`config.mk`:
```
export PLATFORM = sky130hd
export DESIGN_NAME = pipe_skid_reg
export DESIGN_NICKNAME = d
export VERILOG_FILES = /design/src/rtl/pipe_skid_reg.sv
export SDC_FILE = /design/constraint.sdc
export NUM_CORES = 1
export LEC_CHECK = 0
export ABC_AREA = 1
export ABC_CLOCK_PERIOD_IN_PS = 4000
export BUFFER_PORTS_ARGS = -buffer_cell sky130_fd_sc_hd__buf_2
export CAP_MARGIN = 25
export CORE_ASPECT_RATIO = 1.1
export CORE_UTILIZATION = 50
export DETAILED_ROUTE_END_ITERATION = 16
export PLACE_DENSITY_LB_ADDON = 0.2
export REMOVE_ABC_BUFFERS = 1
export SYNTH_ARGS = -nofsm -noshare
export SYNTH_HDL_FRONTEND = slang
export SYNTH_SLANG_ARGS = --single-unit
export TNS_END_PERCENT = 5
```
`constraint.sdc`:
```
create_clock -name clk -period 4 [get_ports clk]
set_clock_uncertainty 0.2 [all_clocks]
set_input_delay 0.4 -clock clk [delete_from_list [all_inputs] [get_ports clk]]
set_output_delay 0.4 -clock clk [all_outputs]
set_load 0.01 [all_outputs]
```
`src/rtl/pipe_skid_reg.sv`:
```
// Pipeline stage register with optional skid buffer for valid/ready handshaking.
// Define PIPE_SKID_BUF_EN for the two-entry (skid) variant; default is a single-entry stage.
module pipe_skid_reg #(
  parameter int DATA_W  = 32,
  parameter int RADDR_W = 5,
  parameter int OP_W    = 6,
  parameter int NOP_OP  = 0
) (
  input  logic               clk,
  input  logic               rst,
  input  logic               rdy,
  input  logic               flush,
  input  logic               in_valid,
  output logic               in_ready,
  input  logic               in_bubble,
  input  logic [DATA_W-1:0]  in_rd_data,
  input  logic [DATA_W-1:0]  in_mem_addr,
  input  logic [RADDR_W-1:0] in_rd_addr,
  input  logic [OP_W-1:0]    in_op,
  output logic               out_valid,
  input  logic               out_ready,
  output logic [DATA_W-1:0]  out_rd_data,
  output logic [DATA_W-1:0]  out_mem_addr,
  output logic [RADDR_W-1:0] out_rd_addr,
  output logic [OP_W-1:0]    out_op,
  output logic [1:0]         occupancy
);

  localparam int ENTRY_W = 2 * DATA_W + RADDR_W + OP_W;
  localparam logic [OP_W-1:0] NOP = OP_W'(NOP_OP);
  localparam logic [ENTRY_W-1:0] RESET_ENTRY = {{(ENTRY_W - OP_W){1'b0}}, NOP};

  typedef enum logic [1:0] {
    EMPTY = 2'd0,
    ONE   = 2'd1,
    FULL  = 2'd2
  } state_t;

  state_t             state_reg, state_next;
  logic [ENTRY_W-1:0] out_reg;
  logic [ENTRY_W-1:0] in_entry;
  logic               active;
  logic               accept;
  logic               pop;
  logic               load_out;

  assign active    = rdy & ~rst;
  assign out_valid = active & (state_reg != EMPTY);
  assign pop       = out_valid & out_ready;
  assign accept    = in_valid & in_ready;
  assign in_entry  = {in_rd_data, in_mem_addr, in_rd_addr, (in_bubble ? NOP : in_op)};

`ifdef PIPE_SKID_BUF_EN
  logic [ENTRY_W-1:0] skid_reg;
  logic               in_ready_reg;
  logic               load_skid;
  logic               skid_to_out;

  // Registered ready: depends only on held state, never on out_ready.
  assign in_ready = active & in_ready_reg;
`else
  assign in_ready = active & ((state_reg == EMPTY) | out_ready);
`endif

  always_comb begin
    state_next  = state_reg;
    load_out    = 1'b0;
`ifdef PIPE_SKID_BUF_EN
    load_skid   = 1'b0;
    skid_to_out = 1'b0;
`endif
    case (state_reg)
      EMPTY: begin
        if (accept) begin
          load_out   = 1'b1;
          state_next = ONE;
        end
      end
      ONE: begin
        if (accept && pop) load_out = 1'b1;
`ifdef PIPE_SKID_BUF_EN
        else if (accept) begin
          load_skid  = 1'b1;
          state_next = FULL;
        end
`endif
        else if (pop) state_next = EMPTY;
      end
`ifdef PIPE_SKID_BUF_EN
      FULL: begin
        if (pop) begin
          skid_to_out = 1'b1;
          state_next  = ONE;
        end
      end
`endif
      default: state_next = EMPTY;
    endcase
  end

  always_ff @(posedge clk) begin
    if (rst) begin
      state_reg    <= EMPTY;
      out_reg      <= RESET_ENTRY;
`ifdef PIPE_SKID_BUF_EN
      skid_reg     <= '0;
      in_ready_reg <= 1'b1;
`endif
    end else if (rdy) begin
      if (flush) begin
        state_reg    <= EMPTY;
        out_reg      <= RESET_ENTRY;
`ifdef PIPE_SKID_BUF_EN
        skid_reg     <= '0;
        in_ready_reg <= 1'b1;
`endif
      end else begin
        state_reg <= state_next;
        if (load_out) out_reg <= in_entry;
`ifdef PIPE_SKID_BUF_EN
        else if (skid_to_out) out_reg <= skid_reg;
        if (load_skid) skid_reg <= in_entry;
        in_ready_reg <= (state_next != FULL);
`endif
      end
    end
  end

  assign out_op       = out_reg[OP_W-1:0];
  assign out_rd_addr  = out_reg[OP_W +: RADDR_W];
  assign out_mem_addr = out_reg[OP_W + RADDR_W +: DATA_W];
  assign out_rd_data  = out_reg[OP_W + RADDR_W + DATA_W +: DATA_W];
  assign occupancy    = state_reg;

endmodule

```
### After elaboration in Yosys (flattened, before gate mapping)

Cells that the tools add are included.
Widths: inputs -> output; s select.

* flip-flop bits (word level): 77
* latch bits: 0
* memory bits (writable): 0
* ROM bits: 0
* output and inout port bits: 79
* logic and storage cells: 30
* memories: 0

* add/sub/neg operators: 0
* multipliers: 0
* div/mod/pow operators: 0
* $lt $le $gt $ge: 0
* eq/ne operators: 4
* shifts and indexed selects: 0
* mux-type cells: 11
* bitwise logic cells: 7
* reduce and logical (&&, ||, !) cells: 6

Operator list (number)
* $mux 75: 2
* $ne 3x3->1 const B: 3
* $mux 2: 4
* $mux 6: 1
* $and 1x1->1: 5
* $pmux 2 s2: 1
* $reduce_and 4->1: 1
* $reduce_bool 2->1: 2
* $eq 2x1->1 const B: 1
* $logic_not 2->1: 1
* $mux 1: 2
* $pmux 1 s2: 1
* $reduce_and 2->1: 1
* $logic_and 1x1->1: 1
* $not 1->1: 1
* $or 1x1->1: 1

### Logic depth before layout (Yosys ltp)

* depth after elaboration: 9
* mapped depth: 9
* mapped depth without buffers: 8

### Worst setup path before layout

OpenSTA, ideal clock, no wires.

* path kind: input port to flip-flop
* start: in flush
* end: reg out_reg[10]
* arrival: 1.176 ns
* required time: 3.685 ns
* setup slack: 2.509 ns
* cell stages on the path: 7
* cell sequence: buf_2 > inv_1 > nand2_2 > buf_6 > buf_4 > a21oi_1 > nor2_1

* cells in the longest elaborated chain, start to end: 2

Ends and longest elaborated chain
* from (decl): RTL line 12 `input logic flush,`
* $reduce_bool 2->1 (no line)
* $reduce_and 2->1 (no line)
* to (signal assigned): RTL line 119 `if (load_out) out_reg <= in_entry;`
* to (decl): RTL line 40 `logic [ENTRY_W-1:0] out_reg;`

Several ways; a longest one is shown, not always the timed one.
A chain may end at the register's enable or synchronous reset.

### Worst setup path after layout

* start: reg state_reg[0] (netlist: occupancy[0])
* end: reg out_reg[48]

* cells in the longest elaborated chain, start to end: 9

Ends and longest elaborated chain
* from (decl): RTL line 39 `state_t state_reg, state_next;`
* from (signal assigned): RTL line 118 `state_reg <= state_next;`
* $logic_not 2->1: RTL line 62, 72
* $or 1x1->1: RTL line 62 `assign in_ready = active & ((state_reg == EMPTY) | out_ready);`
* $and 1x1->1: RTL line 62
* $and 1x1->1: RTL line 50 `assign accept = in_valid & in_ready;`
* $logic_and 1x1->1: RTL line 80 `if (accept && pop) load_out = 1'b1;`
* $mux 1: RTL line 80
* $pmux 1 s2 (*): RTL line 72 `case (state_reg)`
* $reduce_bool 2->1 (no line) (*)
* $reduce_and 2->1 (no line) (*)

Mark *: on every way between the ends. The rest lies on a longest branch, timed or not.

==> impl_metrics.tcl <==
set metrics [dict create \
    outcome "complete, no violations" \
    hold_violations 0 \
    vdd_drop_max_mv 0.198 \
    die_height_um 89.5 \
    yosysWarnings 0 \
    postCtsSetupBuffers 0 \
    grt_overflow 0 \
    drt_iter0_markers 193 \
    finalSetupViolCount 0 \
    fmax_ghz 0.470 \
    rsz0062_at_grt "no" \
    timing.setup.tns_ps 0 \
    clock_latency_ps 330 \
    syn_avg_cell_area_um2 6.49 \
    place_ws_ps 1670 \
    cts-resized-gates 0 \
    cts-htree-levels 3 \
    synthCells 536 \
    initial_core_util_pct 52.2 \
    p_per_area_mw_per_mm2 394 \
    swShare_pct 29.0 \
    vias 3747 \
    max_slew_margin_pct 47.0 \
    tightest_slew_ps 794 \
    min-delay-start "in_rd_data[11]" \
    synth_cell_types 17 \
    combPwrFrac_pct 18.9 \
    wl_per_cell_um 11.7 \
    areaGrowthSynthToFinish_pct 26.3 \
    cp.arrival_ps 2150 \
    cts_made_buffers 9 \
    synth_top_area_share_pct 43.7 \
    start_kind "register" \
    drc 0 \
    io-pin-count 161 \
    fillers 638 \
    worstPathRequired_ps 4030 \
    die_w_um 81.6 \
    internal_power_w 0.00123 \
    cp_max_fo 67 \
    ys_seq_area_share_pct 43.7 \
    antenna_found_initial 0 \
    final_util_pct 65.9 \
    tritoncts "yes" \
    ys_seq_elements 76 \
    core.rowCount 31 \
    largest_register_ffs 75 \
    postRouteAntennaNets 0 \
    rrSetupSlack_ps 1870 \
    wl_um 8830 \
    clk_pin_slew_worst_paths_ps 80 \
    nNetsFinal 747 \
    timing.final.crit_share_pct 53.1 \
    grt_pass1_vias 3190 \
    dpl.hpwl_um 5810 \
    n_antenna_cell 0 \
    first_pass_iters 5 \
    layout_setup_ws_ps 1870 \
    via_per_inst 4.98 \
    worstSetupPathType "register to register" \
    crit_path_end_kind "register" \
    layout-drive-gt1-share_pct 27.8 \
    cts_buffer_depth 2 \
    grt_use_total_pct 23.9 \
    ff2ff_path_depth 7 \
    globalplace.congestion 0.749 \
    yosysTopAreaCell "dfxtp_1" \
    core_mm2 0.00667 \
    grt_max_degree 87 \
    max_cap_viol_count 0 \
    power.share.clock_pct 32.7 \
    port_buffers 159 \
    clkSinkCount 76 \
    syn_area_mm2 0.00348 \
    p_leak_nw 2.38 \
    r2r_start "occupancy[0]$_SDFFE_PP0P_" \
    holdPathStages 5 \
    min_period_ps 2130 \
    hold_end "out_reg[54]$_SDFFE_PP0P_" \
    root_buffer "clkbuf_8" \
    switchingPower_w 0.000502 \
    holdCritPathClass "input pin to register" \
    grt_pass1_wl_um 13600 \
    die-area_mm2 0.00730 \
    seqPwrFrac_pct 48.3 \
    r2r_end "out_reg[48]$_SDFFE_PP0P_" \
    synthTopCellsByArea "dfxtp_1, nand2_1, nor2_1" \
    finalMaxSlewViolations 0 \
    hold_buffers 0 \
]
## worst max-delay path by stage
stage | from | to | slack [ps] | cells past startpoint
global placement | rdy | out_reg[43]$_SDFFE_PP0P_ | 1730 | 9
detailed placement | rst | out_reg[48]$_SDFFE_PP0P_ | 1670 | 8
global route | occupancy[0]$_SDFFE_PP0P_ | out_reg[45]$_SDFFE_PP0P_ | 1700 | 7
finish | occupancy[0]$_SDFFE_PP0P_ | out_reg[48]$_SDFFE_PP0P_ | 1870 | 7
CTS | occupancy[0]$_SDFFE_PP0P_ | out_reg[48]$_SDFFE_PP0P_ | 1890 | 7
floorplan | flush | out_reg[25]$_SDFFE_PP0P_ | 310 | 6
## layout make-up
type	count	area (um^2)	area share, %
clock inverter	6	65.1	1.48
multi-input combinational	390	1650	37.5
clock buffer	10	128	2.90
sequential	76	1520	34.6
timing repair buffer	165	843	19.2
inverter	23	86.3	1.96
tap	82	103	2.33
## Yosys cell counts
library cell and number:
and2_1 1, o21ai_1 1, nand2_1 155, buf_2 17, a21oi_1 68, buf_4 6, inv_1 22, nor2_1 93
conb_1 1, nand2_2 2, dfxtp_1 76, nand3_1 68, buf_6 1, nor2_2 1, clkbuf_1 21, inv_2 1
buf_1 2
## cells by family after synthesis
family | count (synthesis) | share of synthesized area (%)
buffers and inverters | 70 | 9.02
flip-flops | 76 | 43.7
other | 1 | 0.108
AO/OA/AOI/OAI | 69 | 9.92
AND/OR/NAND/NOR | 320 | 37.2
## layout by cell type, fill, tap and decap left out
| master | n |
|---|---|
| a21oi_1 | 68 |
| inv_1 | 20 |
| nand2_4 | 1 |
| buf_2 | 158 |
| nor2_2 | 1 |
| o21ai_1 | 1 |
| clkbuf_8 | 9 |
| nand2_1 | 155 |
| dfxtp_1 | 76 |
| clkinv_2 | 1 |
| buf_4 | 7 |
| conb_1 | 1 |
| clkinvlp_4 | 4 |
| nand2_2 | 1 |
| and2_1 | 1 |
| nor2_1 | 93 |
| clkbuf_1 | 1 |
| inv_2 | 3 |
| nand3_1 | 68 |
| bufinv_16 | 1 |
## through the flow
step / total power (W) / std cells / hold WS [ps] / instance area (um^2)
floorplan: 0.00104 / 489 / 318 / 3250
global placement: 0.00117 / 736 / 255 / 4200
detailed placement: 0.00118 / 736 / 262 / 4200
CTS: 0.00175 / 752 / 172 / 4400
global route: 0.00183 / 752 / 201 / 4400
finish: 0.00173 / 752 / 189 / 4400
## metal layers
metal	routed length (um)	GRT usage (%)	part of all wire (%)	up-vias
li1	-	-	-	1942
met1	3780	28.1	43	1673
met5	0	0	0	-
met3	542	4.90	6.1	14
met4	178	11.5	2.0	0
met2	4330	41.3	49	118
## power groups by stage
stage / sequential, W / clock (W) / combinational [W]
finish: 0.000837 / 0.000567 / 0.000328
global route: 0.000844 / 0.000615 / 0.000372
floorplan: 0.000878 / 0 / 0.000158
global placement: 0.000852 / 0 / 0.000320
detailed placement: 0.000854 / 0 / 0.000329
CTS: 0.000837 / 0.000585 / 0.000329
## critical path, stage by stage, from the launching register on
cell and delay (ps):
dfxtp_1 350, nand2_1 100, nand3_1 120, nand2_4 510
buf_4 470, nand3_1 130, nand2_1 90, nor2_1 40
No activity file was read; power rests on OpenSTA's default activity.
